File: src/rtl/iob_ram_2p_rd_stream_pkg.sv
// Shared types and buffer sizing for the RAM read-stream engine.
package iob_ram_2p_rd_stream_pkg;

  localparam int BUF_DEPTH = 4;
  localparam int BUF_PTR_W = 2;

  typedef enum logic [1:0] {
    ST_IDLE  = 2'd0,
    ST_RUN   = 2'd1,
    ST_FLUSH = 2'd2,
    ST_DONE  = 2'd3
  } state_e;

endpackage

File: src/rtl/iob_ram_2p_rd_buf.sv
// 4-entry return-data FIFO; push lands next edge, head is registered storage.
// No overflow guard: the caller's credit rule bounds occupancy.
module iob_ram_2p_rd_buf
  import iob_ram_2p_rd_stream_pkg::*;
#(
  parameter int W = 32
) (
  input  logic                 clk,
  input  logic                 rst_n,
  input  logic                 push_i,
  input  logic [W-1:0]         push_dat_i,
  input  logic                 pop_i,
  output logic [W-1:0]         head_dat_o,
  output logic [BUF_PTR_W:0]   count_o
);

  logic [W-1:0]           mem_q [BUF_DEPTH];
  logic [BUF_PTR_W-1:0]   wr_ptr_q;
  logic [BUF_PTR_W-1:0]   rd_ptr_q;
  logic [BUF_PTR_W:0]     count_q;

  always_ff @(posedge clk) begin
    if (push_i) mem_q[wr_ptr_q] <= push_dat_i;
  end

  always_ff @(posedge clk) begin
    if (!rst_n) begin
      wr_ptr_q <= '0;
      rd_ptr_q <= '0;
      count_q  <= '0;
    end else begin
      if (push_i) wr_ptr_q <= wr_ptr_q + BUF_PTR_W'(1);
      if (pop_i)  rd_ptr_q <= rd_ptr_q + BUF_PTR_W'(1);
      case ({push_i, pop_i})
        2'b10:   count_q <= count_q + (BUF_PTR_W+1)'(1);
        2'b01:   count_q <= count_q - (BUF_PTR_W+1)'(1);
        default: count_q <= count_q;
      endcase
    end
  end

  assign head_dat_o = mem_q[rd_ptr_q];
  assign count_o    = count_q;

endmodule

File: src/rtl/iob_ram_2p_rd_stream.sv
// Streams len RAM words from start_addr onto a valid/ready port; first beat 3 cycles after start.
// Reads stop once 4 words are outstanding; IOB_RAM_RD_STREAM_LAST_EN adds m_last.
module iob_ram_2p_rd_stream
  import iob_ram_2p_rd_stream_pkg::*;
#(
  parameter int DATA_W = 32,
  parameter int ADDR_W = 10,
  parameter int LEN_W  = ADDR_W + 1
) (
  input  logic              clk,
  input  logic              rst_n,
  input  logic              start,
  input  logic [ADDR_W-1:0] start_addr,
  input  logic [LEN_W-1:0]  len,
  output logic              busy,
  output logic              done,
  output logic              r_en,
  output logic [ADDR_W-1:0] r_addr,
  input  logic [DATA_W-1:0] r_data,
  output logic              m_valid,
  input  logic              m_ready,
  output logic [DATA_W-1:0] m_data
`ifdef IOB_RAM_RD_STREAM_LAST_EN
  ,
  output logic              m_last
`endif
);

`ifdef IOB_RAM_RD_STREAM_LAST_EN
  localparam int BUF_W = DATA_W + 1;
`else
  localparam int BUF_W = DATA_W;
`endif

  state_e              state_q;
  logic                busy_q;
  logic                done_q;
  logic                r_en_q;
  logic [ADDR_W-1:0]   r_addr_q;
  logic [LEN_W-1:0]    remain_q;
  logic [LEN_W-1:0]    beats_q;
  logic                rd_vld_q;
`ifdef IOB_RAM_RD_STREAM_LAST_EN
  logic                r_last_q;
  logic                rd_last_q;
`endif

  logic [BUF_W-1:0]    buf_push_dat;
  logic [BUF_W-1:0]    buf_head;
  logic [BUF_PTR_W:0]  buf_cnt;
  logic                buf_vld;
  logic                pop;
  logic [BUF_PTR_W+1:0] outstanding;
  logic                credit;

  assign buf_vld = (buf_cnt != '0);
  assign pop     = buf_vld && m_ready;

  // Words already committed: buffered, returning this cycle, and being read by the RAM now.
  assign outstanding = {1'b0, buf_cnt}
                     + {{(BUF_PTR_W+1){1'b0}}, rd_vld_q}
                     + {{(BUF_PTR_W+1){1'b0}}, r_en_q};
  assign credit = outstanding < (BUF_PTR_W+2)'(BUF_DEPTH);

`ifdef IOB_RAM_RD_STREAM_LAST_EN
  assign buf_push_dat = {rd_last_q, r_data};
`else
  assign buf_push_dat = r_data;
`endif

  iob_ram_2p_rd_buf #(
    .W (BUF_W)
  ) u_buf (
    .clk        (clk),
    .rst_n      (rst_n),
    .push_i     (rd_vld_q),
    .push_dat_i (buf_push_dat),
    .pop_i      (pop),
    .head_dat_o (buf_head),
    .count_o    (buf_cnt)
  );

  always_ff @(posedge clk) begin
    if (!rst_n) begin
      state_q  <= ST_IDLE;
      busy_q   <= 1'b0;
      done_q   <= 1'b0;
      r_en_q   <= 1'b0;
      r_addr_q <= '0;
      remain_q <= '0;
      beats_q  <= '0;
      rd_vld_q <= 1'b0;
`ifdef IOB_RAM_RD_STREAM_LAST_EN
      r_last_q  <= 1'b0;
      rd_last_q <= 1'b0;
`endif
    end else begin
      r_en_q   <= 1'b0;
      done_q   <= 1'b0;
      rd_vld_q <= r_en_q;
`ifdef IOB_RAM_RD_STREAM_LAST_EN
      rd_last_q <= r_last_q;
`endif
      case (state_q)
        ST_IDLE: begin
          if (start) begin
            if (len == '0) begin
              state_q <= ST_DONE;
              done_q  <= 1'b1;
            end else begin
              // First read goes out on the accepting edge.
              r_en_q   <= 1'b1;
              r_addr_q <= start_addr;
              remain_q <= len - LEN_W'(1);
              beats_q  <= len;
              busy_q   <= 1'b1;
              state_q  <= (len == LEN_W'(1)) ? ST_FLUSH : ST_RUN;
`ifdef IOB_RAM_RD_STREAM_LAST_EN
              r_last_q <= (len == LEN_W'(1));
`endif
            end
          end
        end
        ST_RUN: begin
          if (pop) beats_q <= beats_q - LEN_W'(1);
          if (credit) begin
            r_en_q   <= 1'b1;
            r_addr_q <= r_addr_q + ADDR_W'(1);
            remain_q <= remain_q - LEN_W'(1);
            if (remain_q == LEN_W'(1)) state_q <= ST_FLUSH;
`ifdef IOB_RAM_RD_STREAM_LAST_EN
            r_last_q <= (remain_q == LEN_W'(1));
`endif
          end
        end
        ST_FLUSH: begin
          if (pop) begin
            beats_q <= beats_q - LEN_W'(1);
            if (beats_q == LEN_W'(1)) begin
              state_q <= ST_DONE;
              busy_q  <= 1'b0;
              done_q  <= 1'b1;
            end
          end
        end
        default: begin
          state_q <= ST_IDLE;
        end
      endcase
    end
  end

  assign busy    = busy_q;
  assign done    = done_q;
  assign r_en    = r_en_q;
  assign r_addr  = r_addr_q;
  assign m_valid = buf_vld;
  assign m_data  = buf_vld ? buf_head[DATA_W-1:0] : '0;
`ifdef IOB_RAM_RD_STREAM_LAST_EN
  assign m_last  = buf_vld && buf_head[DATA_W];
`endif

endmodule

File: config.mk
export PLATFORM = sky130hd
export DESIGN_NAME = iob_ram_2p_rd_stream
export DESIGN_NICKNAME = d
export VERILOG_FILES = /design/src/rtl/iob_ram_2p_rd_stream_pkg.sv /design/src/rtl/iob_ram_2p_rd_buf.sv /design/src/rtl/iob_ram_2p_rd_stream.sv
export SDC_FILE = /design/constraint.sdc
export NUM_CORES = 1
export LEC_CHECK = 0
export ABC_CLOCK_PERIOD_IN_PS = 4300
export BUFFER_PORTS_ARGS = -buffer_cell sky130_fd_sc_hd__buf_2
export CORE_ASPECT_RATIO = 1.1
export CORE_MARGIN = 10
export CORE_UTILIZATION = 38
export DETAILED_ROUTE_END_ITERATION = 10
export HOLD_SLACK_MARGIN = 0.1
export PLACE_DENSITY = 0.6
export SYNTH_ARGS = -nofsm -noshare
export SYNTH_HDL_FRONTEND = slang
export SYNTH_SLANG_ARGS = --single-unit
export TNS_END_PERCENT = 50
File: constraint.sdc
create_clock -name clk -period 4.3 [get_ports clk]
set_input_delay 0.86 -clock clk [delete_from_list [all_inputs] [get_ports clk]]
set_output_delay 0.86 -clock clk [all_outputs]
set_load 0.05 [all_outputs]
# == Word-level counts from Yosys, hierarchy flattened ==
# Memory sizes are Yosys's and may differ from the RTL's. A register that Yosys moved wholly into a read port is not among the register bits.
# Index checks and enable logic that the tools add are counted.
# totals
inputBits,57
memories,1
ram_bits,128
reg_bits,45
out_inout_bits,46
wordCells,90
# op_classes
muxes,40
n_eq_ne,14
reduce_logical,13
n_lt_le_gt_ge,1
addsub,10
# memory_table
name,depth,word_bits,rd,rd_ports_with_merged_regs,wr,line_no,source
u_buf.mem_q,4,32,1,1,1,iob_ram_2p_rd_buf.sv:17,logic [W-1:0] mem_q [BUF_DEPTH];
# op_table
cell,count
$mux W11,6
$pmux W11 S2,2
$eq A11 B1 Y1 const B,3
$sub A11 B1 Y11 const B,3
$mux W32,1
$mux W10,3
$pmux W10 S2,1
$mux W2,9
$mux W1,13
$logic_not A11 Y1,1
$add A10 B1 Y10 const B,1
$ne A2 B2 Y1 const B,5
$reduce_and A5 Y1,2
$reduce_and A4 Y1,2
$reduce_bool A2 Y1,4
$pmux W1 S2,3
$pmux W2 S3,1
$pmux W3 S2,1
$add A2 B1 Y2 const B,2
$add A3 B1 Y4,1
$add A4 B1 Y4,1
$eq A2 B1 Y1 const B,2
$eq A2 B2 Y1 const B,2
$lt A4 B3 Y1 const B,1
other kinds (7),8

# == Logic depth before layout (Yosys ltp) ==
# Gate-level depths: netlist of the first run.
# depth
depth_word,5
mapped_depth,10
mapped_depth_nobuf,8

# == Modules after synthesis ==
# From an unflattened synthesis of the first run, not the netlist that was laid out.
# hier_totals
hier_cells,592
hier_area_um2,7956.4
# by_module_without_submodules
mod,seq_area_each_um2,n_inst,area_each_um2,cells_each
iob_ram_2p_rd_buf,4023.9,1,5087.4,207
iob_ram_2p_rd_stream,760.7,1,2869.0,385

# == Worst setup path after synthesis of the first run ==
# OpenSTA, ideal clock, no wires.
# synth_timing
path_type,reg-to-output
start,register u_buf.count_q[2] (netlist: u_buf.count_o[2])
end,output port m_data[22]
required_ns,3.440
n_path_buf,2
slack_ns,1.663
stages_incl_launch_ff,5
arrival_ns,1.777
cell_sequence,dfxtp_1 > or3_1 > clkbuf_1 > clkbuf_1 > and2_1
# synth_via
elab_chain_len,2
# synth_rtl
item,line_no,source
start: declaration,iob_ram_2p_rd_buf.sv:20,logic [BUF_PTR_W:0] count_q;
start signal: assignment,iob_ram_2p_rd_buf.sv:35,2'b10: count_q <= count_q + (BUF_PTR_W+1)'(1);
start signal: assignment,iob_ram_2p_rd_buf.sv:36,2'b01: count_q <= count_q - (BUF_PTR_W+1)'(1);
start signal: assignment,iob_ram_2p_rd_buf.sv:37,default: count_q <= count_q;
$reduce_bool A3 Y1,iob_ram_2p_rd_stream.sv:56,assign buf_vld = (buf_cnt != '0);
net m_valid,iob_ram_2p_rd_stream.sv:20,"output logic m_valid,"
$mux W32,iob_ram_2p_rd_stream.sv:158,assign m_data = buf_vld ? buf_head[DATA_W-1:0] : '0;
end: declaration,iob_ram_2p_rd_stream.sv:22,output logic [DATA_W-1:0] m_data
# The timed path passes the listed nets, and every way through them passes these cells.

==> flow_summary.rst, run 1 <==
.. list-table::
   :header-rows: 1

   * - Metric
     - Value
   * - Number of nets in the final layout
     - around 770
   * - Achievable frequency
     - just under 300 MHz
   * - Post-synth EDFFs
     - roughly 130
   * - GPL Wtd Cong
     - about 0.86
   * - Share of synthesized area occupied by flip-flops and latches
     - 60.39%
   * - TritonCTS Buffers
     - 17
   * - Syn Inst Count
     - approximately 600
   * - Syn Nets
     - ~680
   * - Clock Skew
     - about 0.013 ns
   * - Count of buffers added by post-CTS timing repair for setup
     - 0
   * - Highest metal used
     - met4
   * - Path type of the worst min-delay path
     - reg2reg
   * - Met3 wire length
     - ~1.1 mm
   * - Antenna violations before repair
     - 0
   * - Remaining Overflow, GRT
     - 0
   * - Total Negative Setup Slacks
     - 0 ns
   * - Leakage power figure
     - roughly 3.3 nW
   * - Vias per cell
     - approximately 5.5
   * - CP endpoint kind
     - primary output
   * - Required @ worst endpoint
     - approximately 3.4 ns
   * - Post-synth top flop
     - edfxtp_1
   * - Synth-to-Final Area Change
     - 16.68%
   * - Detailed-route DRC error count
     - 0
   * - Maximum fanout encountered on the critical timing path
     - 19
   * - Maximum vdd ir drop
     - 0.3886 mV
   * - Diodes inserted
     - 0
   * - Most common library cell in the layout ignoring fill and taps
     - edfxtp_1
   * - Total I/O pin count
     - just over 100
   * - Crit path arrival time
     - 2.51 ns
   * - Vertical extent of the die
     - approximately 170 µm
   * - TritonCTS clock tree
     - done
   * - Number of vias in the routed layout
     - 5303
   * - Switch share
     - between 40% and 50%
   * - Std-Cell Core Area
     - 0.02058 mm²
   * - Power spent charging and discharging nets
     - between 2 and 3 mW
   * - Internal power contribution
     - around 3.7 mW
   * - # resized after CTS
     - 0
   * - Number of slew-limit violations in the final report
     - 0
   * - Final setup viols
     - 0
   * - WL per Instance
     - around 19 µm
   * - Clock transition at the registers of the reported paths
     - around 0.070 ns
   * - Time the worst path needs with I/O delays and setup
     - 3.372 ns
   * - Most frequent cells in the layout
     - edfxtp_1, buf_2, dfxtp_1
   * - Part of the power in combinational logic
     - 39.8%
   * - Ys async rst share
     - 0%
   * - Starting DRT DRC Count
     - 494
   * - First-pass GRT wire length
     - between 20 and 30 mm
   * - Outcome
     - finished, final reports clean
   * - Number of distinct standard cells referenced by the synthesized netlist
     - 65
   * - Fraction of final layout cells with drive strength greater than 1
     - a little over a quarter
   * - Starting density of the core
     - between 30% and 40%
   * - PwrDens
     - slightly below 700 mW/mm²
   * - Global routing usage summed across all routing layers
     - 13.43%
   * - Quantity of hold-fixing buffers added after cts
     - 0
   * - Register bit count reported by yosys
     - about 180
   * - Critical path start-end classification
     - reg2out
   * - Kind of launch point of the worst setup path
     - flop
   * - Synthesized area divided by synthesized cell count
     - around 13 µm²
   * - Final Util
     - between 40% and 50%
   * - Worst max-slew margin expressed relative to the limit
     - between 20% and 30%
   * - Largest net degree at the start of global routing
     - 33
   * - Final antenna-violating net count
     - 0
   * - Port-buffer cells
     - just over 100
   * - Via count of the first global-routing pass
     - between 5k and 6k
   * - Placed wire-length estimate
     - between 10 and 15 mm
   * - Clock latency reported for the late side of the worst-skew pair
     - approximately 0.43 ns
   * - Yosys Warn Count
     - 0
   * - Period utilization
     - 78.43%
   * - Max-Cap Viols
     - 0
   * - Met2 WL
     - a little over 9 mm
   * - Depth of the CTS H-tree
     - 4
   * - FP Rows
     - between 50 and 60
   * - Sum of routed wire length over all layers
     - about 18 mm
   * - Synthesized area
     - roughly 0.008 mm²
   * - Final number of hold-violating endpoints
     - 0
   * - Die outline area
     - roughly 0.027 mm²
   * - Met1 wire length
     - ~7.6 mm
   * - Die W
     - between 150 and 200 µm
   * - Worst Tran Pin Value
     - 1.121 ns
   * - Initial DRT Pass Iterations
     - 5
   * - Root Driver
     - clkbuf_16
   * - Register share of total power
     - about a third
   * - RSZ-0062 raised after global routing
     - false
   * - Number of sinks driven by the clock tree
     - 175
   * - Maximum clock path buffer count
     - 2
   * - Part of the power in the clock network
     - 24.9%
[per-stage QoR]
stage	instances	cell area, µm²	setup slack (ns)	hold slack [ns]	total power, mW
floorplan	602	7923	1.663	0.4333	4.177
global placement	931	8630	1.135	0.4490	4.684
detailed placement	931	8630	0.9952	0.4513	4.757
CTS	963	9244	0.8339	0.4617	6.334
global route	963	9244	0.7166	0.4850	6.644
finish	963	9244	0.9277	0.4592	6.288
[final cells by class]
class | count | area [µm²]
inverters | 23 | 86.33
clock inverters | 15 | 188.9
repair buffers | 107 | 548.0
multi-input cells | 370 | 2889
flip-flops and latches | 175 | 4786
fillers | 1843 | 11330
well taps | 256 | 320.3
clock buffers | 17 | 425.4
[power groups by stage]
stage	Combinational [mW]	Clock, mW	Sequential (mW)
final	2.50	1.56	2.22
after global routing	2.72	1.67	2.26
after CTS	2.51	1.60	2.22
after detailed placement	2.50	0	2.25
after global placement	2.45	0	2.24
after floorplan	1.84	0	2.33
[cells by family (layout without fill, tap and decap cells)]
group	count (synthesis)	count (layout)	synth area share, %
AOI/OAI and AO/OA	130	130	10.87
xor gates and xnor gates	12	12	1.327
adders and majority gates	18	18	2.937
buffers and inverters	57	162	3.206
DFF	175	175	60.39
muxes	39	39	9.981
and+or+nand+nor	171	171	11.29
[Yosys cell counts, types with 2 or more instances]
cell | number | area [µm²]
nor2b_1 | 2 | 12.51
xor2_1 | 4 | 35.03
o21a_1 | 2 | 15.01
nand2_1 | 43 | 161.4
nand3_1 | 12 | 60.06
o211ai_1 | 6 | 45.04
a21oi_1 | 41 | 205.2
nor2_1 | 28 | 105.1
clkbuf_1 | 22 | 82.58
o31ai_1 | 6 | 45.04
o22ai_1 | 12 | 75.07
xnor2_1 | 8 | 70.07
a31o_2 | 2 | 17.52
ha_1 | 17 | 212.7
clkbuf_8 | 2 | 27.53
o32ai_1 | 8 | 70.07
o31a_2 | 2 | 20.02
dfxtp_1 | 47 | 940.9
a311oi_1 | 2 | 17.52
nor3_1 | 12 | 60.06
or4_1 | 3 | 22.52
mux4_2 | 32 | 720.7
inv_1 | 22 | 82.58
o21ai_0 | 25 | 125.1
a211oi_1 | 8 | 60.06
nor4_1 | 3 | 18.77
buf_2 | 7 | 35.03
edfxtp_1 | 128 | 3844
mux2i_1 | 7 | 70.07
a21boi_0 | 2 | 15.01
or3_1 | 4 | 25.02
nand4_1 | 4 | 25.02
or4_4 | 2 | 22.52
and2_1 | 41 | 256.5
o221a_2 | 2 | 22.52
and3_1 | 5 | 31.28
[critical path, cell delays in order (launching register included)]
cell and delay, ns:
dfxtp_2 0.66, buf_4 0.46, mux4_2 0.57, and2_1 0.17, buf_2 0.21
[per-layer routing]
metal / up-vias / track usage (%)
li1: 2493 / -
met1: 2640 / 15.74
met2: 151 / 23.13
met3: 19 / 3.497
met4: 0 / 4.923
met5: - / 0
[worst paths after layout]
check | start | endpoint | slack (ns) | cells past startpoint
worst max register to register | state_q[1] | beats_q[0] | 1.22 | 7
worst min register to register | beats_q[7] | beats_q[7] | 0.46 | 2
worst min-delay path | beats_q[7] | beats_q[7] | 0.46 | 2
worst max-delay path | flop | m_data[16] | 0.93 | 4
[sequential cells by signal, summed over array words and instances, names as in the netlist, named ones only]
name            count
u_buf.wr_ptr_q      2
u_buf.mem_q       128
u_buf.count_o       3
u_buf.rd_ptr_q      2
remain_q           11
r_en                1
rd_vld_q            1
busy                1
r_addr             10
beats_q            11
done                1
state_q             2
No activity file was read; power rests on OpenSTA's default activity.
==> inputs of run 2 (changes only) <==
ABC_CLOCK_PERIOD_IN_PS = 2800   (was 4300)
PLACE_DENSITY = 0.62   (was 0.6)
clock period = 2.8 ns   (was 4.3 ns; I/O delays follow)
==> run 2 against run 1 <==
  * First-iteration DRC count shrank 42%
  * Design area grew 0.93%
  * Critical path depth is the same
  * Clock power increased by 58%
  * Sequential power rose by 52%
  * Largest power group unchanged
  * Power increased by 56%
  * Die area unchanged
  * Via count decreased by 0.62%
  * Setup slack got worse by 0.69 ns
  * Sequential cell count unchanged
  * Global-route usage is 0.24 points higher
==> flow_summary.rst, run 2 (synthesis gave the netlist of run 1 again) <==
.. list-table::
   :header-rows: 1

   * - Metric
     - Value
   * - Largest registers in the final layout
     - u_buf.mem_q: 128 flops, beats_q: 11 flops, remain_q: 11 flops
   * - Time the worst path needs with I/O delays and setup
     - between 2 and 3 ns
   * - Max reg flops
     - 128 (unchanged)
   * - Part of the power in combinational logic
     - 40.3% (+0.5 points)
   * - Placement-stage cell area
     - 0.008708 mm² (+0.91%)
   * - Post-route cell area
     - 0.009330 mm² (+0.93%)
   * - Critical register-to-register path startpoint
     - state_q[1]
   * - Design Power
     - 9.786 mW (+56%)
   * - Antenna violations before repair
     - 0 (unchanged)
   * - Fraction of final layout cells with drive strength greater than 1
     - 28.15% (+0.85 points)
   * - Outcome
     - finished, final reports clean
   * - RR Endpoint
     - remain_q[3]
   * - Worst max-slew margin expressed relative to the limit
     - 39.80% (+15 points)
   * - Power spent charging and discharging nets
     - 3.959 mW (+53%)
   * - GPL Wtd Cong
     - 0.8488 (-1.8%)
   * - Achievable frequency
     - around 390 MHz
   * - CP endpoint kind
     - primary output
   * - Most frequent cells in the layout
     - edfxtp_1, buf_2, dfxtp_1
   * - Worst-path cell with the longest stage delay
     - or3_1
   * - End point of the critical path
     - m_data[2]
   * - Initial DRT Pass Iterations
     - 5 (unchanged)
   * - # resized after CTS
     - 0 (unchanged)
   * - Vertical extent of the die
     - 171.4 µm (unchanged)
   * - Total I/O pin count
     - 103 (unchanged)
   * - RSZ-0062 raised after global routing
     - false
   * - Port-buffer cells
     - 102 (unchanged)
   * - Number of nets in the final layout
     - 776 (+0.91%)
   * - Die W
     - 157.7 µm (unchanged)
   * - Register with the most flip-flops
     - u_buf.mem_q
   * - Worst reg2reg path depth
     - 7 (unchanged)
   * - Number of vias in the routed layout
     - 5270 (-0.62%)
   * - Required @ worst endpoint
     - 2.24 ns (-1.20 ns)
   * - Crit path arrival time
     - 2.00 ns (-0.51 ns)
   * - First-pass GRT wire length
     - 29.18 mm (+2.6%)
   * - Maximum clock path buffer count
     - 2 (unchanged)
   * - Most common library cell in the layout ignoring fill and taps
     - edfxtp_1
   * - Maximum fanout encountered on the critical timing path
     - 30 (+11)
   * - Global routing usage summed across all routing layers
     - 13.67% (+0.24 points)
   * - Min-Delay Startpoint
     - r_data[13]
   * - Count of buffers added by post-CTS timing repair for setup
     - 0 (unchanged)
   * - Largest stage delay, worst path
     - 0.51 ns (-0.15 ns)
   * - Quantity of hold-fixing buffers added after cts
     - 0 (unchanged)
   * - Root Driver
     - clkbuf_16
   * - WL per Instance
     - 18.90 µm (-0.17%)
   * - TritonCTS clock tree
     - done
   * - Critical Path Source
     - u_buf.count_o[0]
   * - Largest net degree at the start of global routing
     - 54 (+64%)
   * - Sum of routed wire length over all layers
     - 18.35 mm (+0.66%)
   * - Via count of the first global-routing pass
     - 5455 (-0.18%)
   * - Final antenna-violating net count
     - 0 (unchanged)
   * - Max-Cap Viols
     - 0 (unchanged)
   * - Starting density of the core
     - 38.50% (unchanged)
   * - Std-Cell Core Area
     - 0.02058 mm² (unchanged)
   * - Internal power contribution
     - 5.827 mW (+58%)
   * - Clock transition at the registers of the reported paths
     - 0.07 ns (about the same)
   * - Period utilization
     - 91.43%
   * - Part of the power in the clock network
     - 25.2% (+0.3 points)
   * - Fill cells
     - 1883 (+2.2%)
   * - Clock Skew
     - 0.006967 ns (-0.006492 ns)
   * - Detailed-route DRC error count
     - 0 (unchanged)
   * - Register-to-register path setup slack
     - 0.41 ns (-0.81 ns)
   * - Vias per cell
     - 5.427 (-1.4%)
   * - FP Rows
     - 55 (unchanged)
   * - Total Negative Setup Slacks
     - 0 ns (unchanged)
   * - Die outline area
     - 0.02703 mm² (unchanged)
   * - Leakage power figure
     - 3.340 nW (+1.4%)
   * - Register share of total power
     - 34.5% (-0.8 points)
   * - Critical path start-end classification
     - reg2out
   * - Number of sinks driven by the clock tree
     - 175 (unchanged)
   * - Maximum vdd ir drop
     - 0.4248 mV (+9.3%)
   * - Number of slew-limit violations in the final report
     - 0 (unchanged)
   * - Path type of the worst min-delay path
     - in2reg
   * - PwrDens
     - 1049 mW/mm² (+54%)
   * - Final setup viols
     - 0 (unchanged)
   * - Kind of launch point of the worst setup path
     - flop
   * - Depth of the CTS H-tree
     - 4 (unchanged)
   * - Switch share
     - 40.46% (-0.73 points)
   * - TritonCTS Buffers
     - 17 (unchanged)
   * - Synth-to-Final Area Change
     - 17.77%
   * - Remaining Overflow, GRT
     - 0 (unchanged)
   * - Clock latency reported for the late side of the worst-skew pair
     - 0.42 ns (about the same)
   * - Worst Tran Pin Value
     - 0.9030 ns (-0.2181 ns)
   * - Cell-by-cell trace of the critical path
     - or3_1, buf_4, and2_1, buf_2
   * - Final number of hold-violating endpoints
     - 0 (unchanged)
   * - Placed wire-length estimate
     - 12.19 mm (+0.36%)
   * - Starting DRT DRC Count
     - 286 (-42%)
[run 2: cell count changes in the layout (fill, tap and decap cells not counted), sizes merged]
cell    change
buf         +7
clkinv      -2
bufinv      +1
diode       +1
inv         +1
[run 2: worst min path at each step]
stage | cells after the start | slack [ns] | endpoint
global route | 1 | 0.33 | u_buf.mem_q[3][23]
CTS | 1 | 0.32 | u_buf.mem_q[3][23]
detailed placement | 2 | 0.45 | remain_q[4]
floorplan | 2 | 0.43 | beats_q[7]
global placement | 2 | 0.45 | beats_q[7]
finish | 1 | 0.35 | u_buf.mem_q[0][13]
[run 2: cell type report]
class | instances | area (µm²) | share of cell area [%]
sequential | 175 | 4787 | 51.31
clock inverter | 15 | 193.9 | 2.079
timing repair buffer | 114 | 625.6 | 6.705
clock buffer | 17 | 425.4 | 4.559
inverter | 23 | 86.33 | 0.9253
antenna | 1 | 2.502 | 0.02682
multi-input combinational | 370 | 2889 | 30.96
tap | 256 | 320.3 | 3.433
[run 2: power groups by stage]
stage	Sequential [mW]	Clock (mW)	Combinational, mW
6_report	3.37	2.47	3.95
4_1_cts	3.37	2.53	3.98
2_1_floorplan	3.59	0	2.83
3_3_place_gp	3.40	0	3.91
5_1_grt	3.43	2.63	4.32
3_5_place_dp	3.42	0	3.97
[run 2: critical path, delay by kind of cell (launching register included)]
kind                   cells  cell delay [ns]
flip-flops                 1             0.35
AND/OR/NAND/NOR            2             0.71
buffers and inverters      2             0.50
[run 2: per-stage QoR]
step / hold slack, ns / utilization [%] / std cells / worst slack [ns]
after floorplan: 0.4333 / - / 602 / 0.4631
after global placement: 0.4473 / 42.32 / 938 / 0.2733
after detailed placement: 0.4505 / 42.32 / 938 / 0.1975
after CTS: 0.3234 / 45.33 / 970 / 0.1931
after global routing: 0.3295 / 45.33 / 970 / 0.1095
final: 0.3521 / 45.35 / 971 / 0.2399
[run 2: routing by layer]
metal	vias to the layer above	global-route usage [%]	share of wire, %
met5	-	0	0
met4	0	4.150	0.82
met3	12	3.671	6.0
met2	139	22.56	50
met1	2627	17.13	43
li1	2492	-	-
==> inputs of run 3 (changes only) <==
PLACE_DENSITY = default   (was 0.62)
==> run 3 against run 2 <==
  * Die area is the same
  * Maximum frequency shrank 0.17%
  * Register-to-register slack gained 0.05 ns
  * Hold slack lost 0.011 ns
  * Design area grew 0.66%
  * Utilization grew 0.30 points
  * Cell count grew 0.72%
  * Non-clock buffer count grew 8
  * Setup slack lost 0.0044 ns
  * First-iteration DRC count grew 27%
  * Largest power group unchanged
==> flow_summary.rst, run 3 (synthesis gave the netlist of run 1 again) <==
.. list-table::
   :header-rows: 1

   * - Metric
     - Value
   * - Outcome
     - finished, final reports clean
   * - WL per Instance
     - 18.72 µm (-0.98%)
   * - Total I/O pin count
     - 103 (unchanged)
   * - Global routing usage summed across all routing layers
     - 13.66% (about the same)
   * - Max reg flops
     - 128 (unchanged)
   * - Maximum fanout encountered on the critical timing path
     - 32 (+6.7%)
   * - # resized after CTS
     - 0 (unchanged)
   * - Register share of total power
     - 34.4% (about the same)
   * - Port-buffer cells
     - 102 (unchanged)
   * - Sum of routed wire length over all layers
     - 18.30 mm (-0.26%)
   * - Placement-stage cell area
     - 0.008767 mm² (+0.68%)
   * - Power spent charging and discharging nets
     - 4.034 mW (+1.9%)
   * - Number of slew-limit violations in the final report
     - 0 (unchanged)
   * - Die W
     - 157.7 µm (unchanged)
   * - Number of stages on the worst hold path
     - 1 (unchanged)
   * - Most frequent cells in the layout
     - edfxtp_1, buf_2, dfxtp_1
   * - Starting density of the core
     - 38.50% (unchanged)
   * - Vertical extent of the die
     - 171.4 µm (unchanged)
   * - Worst Tran Pin Value
     - 0.9669 ns (+0.06384 ns)
   * - Number of vias in the routed layout
     - 5360 (+1.7%)
   * - Std-Cell Core Area
     - 0.02058 mm² (unchanged)
   * - Final antenna-violating net count
     - 0 (unchanged)
   * - Starting DRT DRC Count
     - 364 (+27%)
   * - Switch share
     - 41.26% (+0.80 points)
   * - Via count of the first global-routing pass
     - 5581 (+2.3%)
   * - Vias per cell
     - 5.481 (+0.98%)
   * - Largest net degree at the start of global routing
     - 39 (-28%)
   * - Clock Skew
     - 0.008304 ns (+0.001337 ns)
   * - Cell type group with the largest total delay on the critical path
     - multiplexers
   * - Maximum vdd ir drop
     - 0.6942 mV (+63%)
   * - Period utilization
     - 91.59% (+0.16 points)
   * - Worst-path cell with the longest stage delay
     - mux4_2
   * - Fill cells
     - 1845 (-2.0%)
   * - Synth-to-Final Area Change
     - 18.54%
   * - First-pass GRT wire length
     - 29.06 mm (-0.40%)
   * - Initial DRT Pass Iterations
     - 5 (unchanged)
   * - Number of sinks driven by the clock tree
     - 175 (unchanged)
   * - Fraction of final layout cells with drive strength greater than 1
     - 28.81% (+0.66 points)
   * - Time the worst path needs with I/O delays and setup
     - 2.565 ns (+0.004440 ns)
   * - Cell-by-cell trace of the critical path
     - buf_12, mux4_2, and2_1, buf_2
   * - Stages on worst setup path
     - 4 (unchanged)
   * - Maximum clock path buffer count
     - 2 (unchanged)
   * - Clock latency reported for the late side of the worst-skew pair
     - 0.43 ns (about the same)
   * - Kind of launch point of the worst setup path
     - flop
   * - FP Rows
     - 55 (unchanged)
   * - Internal power contribution
     - 5.743 mW (-1.4%)
   * - Worst reg2reg path depth
     - 8 (+1)
   * - Remaining Overflow, GRT
     - 0 (unchanged)
   * - TritonCTS Buffers
     - 17 (unchanged)
   * - Placed wire-length estimate
     - 12.68 mm (+4.0%)
   * - Number of nets in the final layout
     - 784 (+1.0%)
   * - Largest stage delay, worst path
     - 0.54 ns (+0.03 ns)
   * - RSZ-0062 raised after global routing
     - false
   * - Part of the power in combinational logic
     - 40.9% (+0.6 points)
   * - Final number of hold-violating endpoints
     - 0 (unchanged)
   * - CP endpoint kind
     - primary output
   * - Count of buffers added by post-CTS timing repair for setup
     - 0 (unchanged)
   * - Total Negative Setup Slacks
     - 0 ns (unchanged)
   * - Part of the power in the clock network
     - 24.7% (-0.5 points)
   * - Worst max-slew margin expressed relative to the limit
     - 34.95% (-4.9 points)
   * - Clock transition at the registers of the reported paths
     - 0.08 ns (about the same)
   * - Leakage power figure
     - 3.384 nW (+1.3%)
   * - Post-route cell area
     - 0.009392 mm² (+0.66%)
   * - TritonCTS clock tree
     - done
   * - Total buffers and inverters traversed by the critical path
     - 2 (unchanged)
   * - GPL Wtd Cong
     - 0.8653 (+1.9%)
   * - PwrDens
     - 1041 mW/mm² (-0.74%)
   * - Register with the most flip-flops
     - u_buf.mem_q
   * - Root Driver
     - clkbuf_16
   * - Die outline area
     - 0.02703 mm² (unchanged)
   * - Diodes inserted
     - 0 (-1)
   * - Crit path arrival time
     - 2.00 ns (about the same)
   * - Most common library cell in the layout ignoring fill and taps
     - edfxtp_1
   * - Critical path start-end classification
     - reg2out
   * - Antenna violations before repair
     - 0 (unchanged)
   * - Achievable frequency
     - 389.9 MHz (-0.17%)
   * - Max-Cap Viols
     - 0 (unchanged)
   * - Quantity of hold-fixing buffers added after cts
     - 0 (unchanged)
   * - Depth of the CTS H-tree
     - 4 (unchanged)
   * - Path type of the worst min-delay path
     - in2reg
   * - Required @ worst endpoint
     - 2.24 ns (about the same)
   * - Largest registers in the final layout
     - u_buf.mem_q: 128 flops, beats_q: 11 flops, remain_q: 11 flops
   * - Final setup viols
     - 0 (unchanged)
   * - Detailed-route DRC error count
     - 0 (unchanged)
==> run 3: final timing paths <==
check,slack (ns),end,startpoint
setup / recovery,0.24,m_data[1],flop
hold reg to reg,0.47,beats_q[7],beats_q[7]
hold / removal,0.34,u_buf.mem_q[2][30],r_data[30]
setup reg to reg,0.46,remain_q[3],state_q[1]
==> run 3: layout make-up <==
cell class | count | area [µm²] | share of cell area, %
multi-input cells | 370 | 2889 | 30.76
inverters | 23 | 86.33 | 0.9193
clock buffers | 17 | 425.4 | 4.530
flip-flops and latches | 175 | 4786 | 50.96
clock inverters | 15 | 198.9 | 2.118
well taps | 256 | 320.3 | 3.411
repair buffers | 122 | 685.7 | 7.301
==> run 3: power groups by stage <==
stage	clock network (mW)	registers [mW]	logic, mW
2_1_floorplan	0	3.59	2.83
3_3_place_gp	0	3.39	3.96
3_5_place_dp	0	3.42	4.04
4_1_cts	2.47	3.36	4.04
5_1_grt	2.57	3.41	4.38
6_report	2.41	3.36	4.00
==> run 3: per-layer routing <==
| layer | part of all wire [%] | up-vias | global-route usage (%) |
|---|---|---|---|
| met1 | 41 | 2634 | 15.94 |
| met2 | 51 | 182 | 23.55 |
| met5 | 0 | - | 0 |
| met3 | 6.2 | 32 | 3.272 |
| met4 | 2.1 | 0 | 5.574 |
| li1 | - | 2512 | - |
==> run 3: per-stage QoR <==
stage | power, mW | hold slack (ns) | worst slack, ns | utilization (%) | instances
final | 9.778 | 0.3414 | 0.2355 | 45.64 | 978
after global placement | 7.357 | 0.4481 | 0.3102 | 42.61 | 946
after floorplan | 6.415 | 0.4333 | 0.4631 | - | 602
after CTS | 9.870 | 0.3244 | 0.1833 | 45.64 | 978
after detailed placement | 7.453 | 0.4560 | 0.1844 | 42.61 | 946
after global routing | 10.37 | 0.3185 | 0.1366 | 45.64 | 978
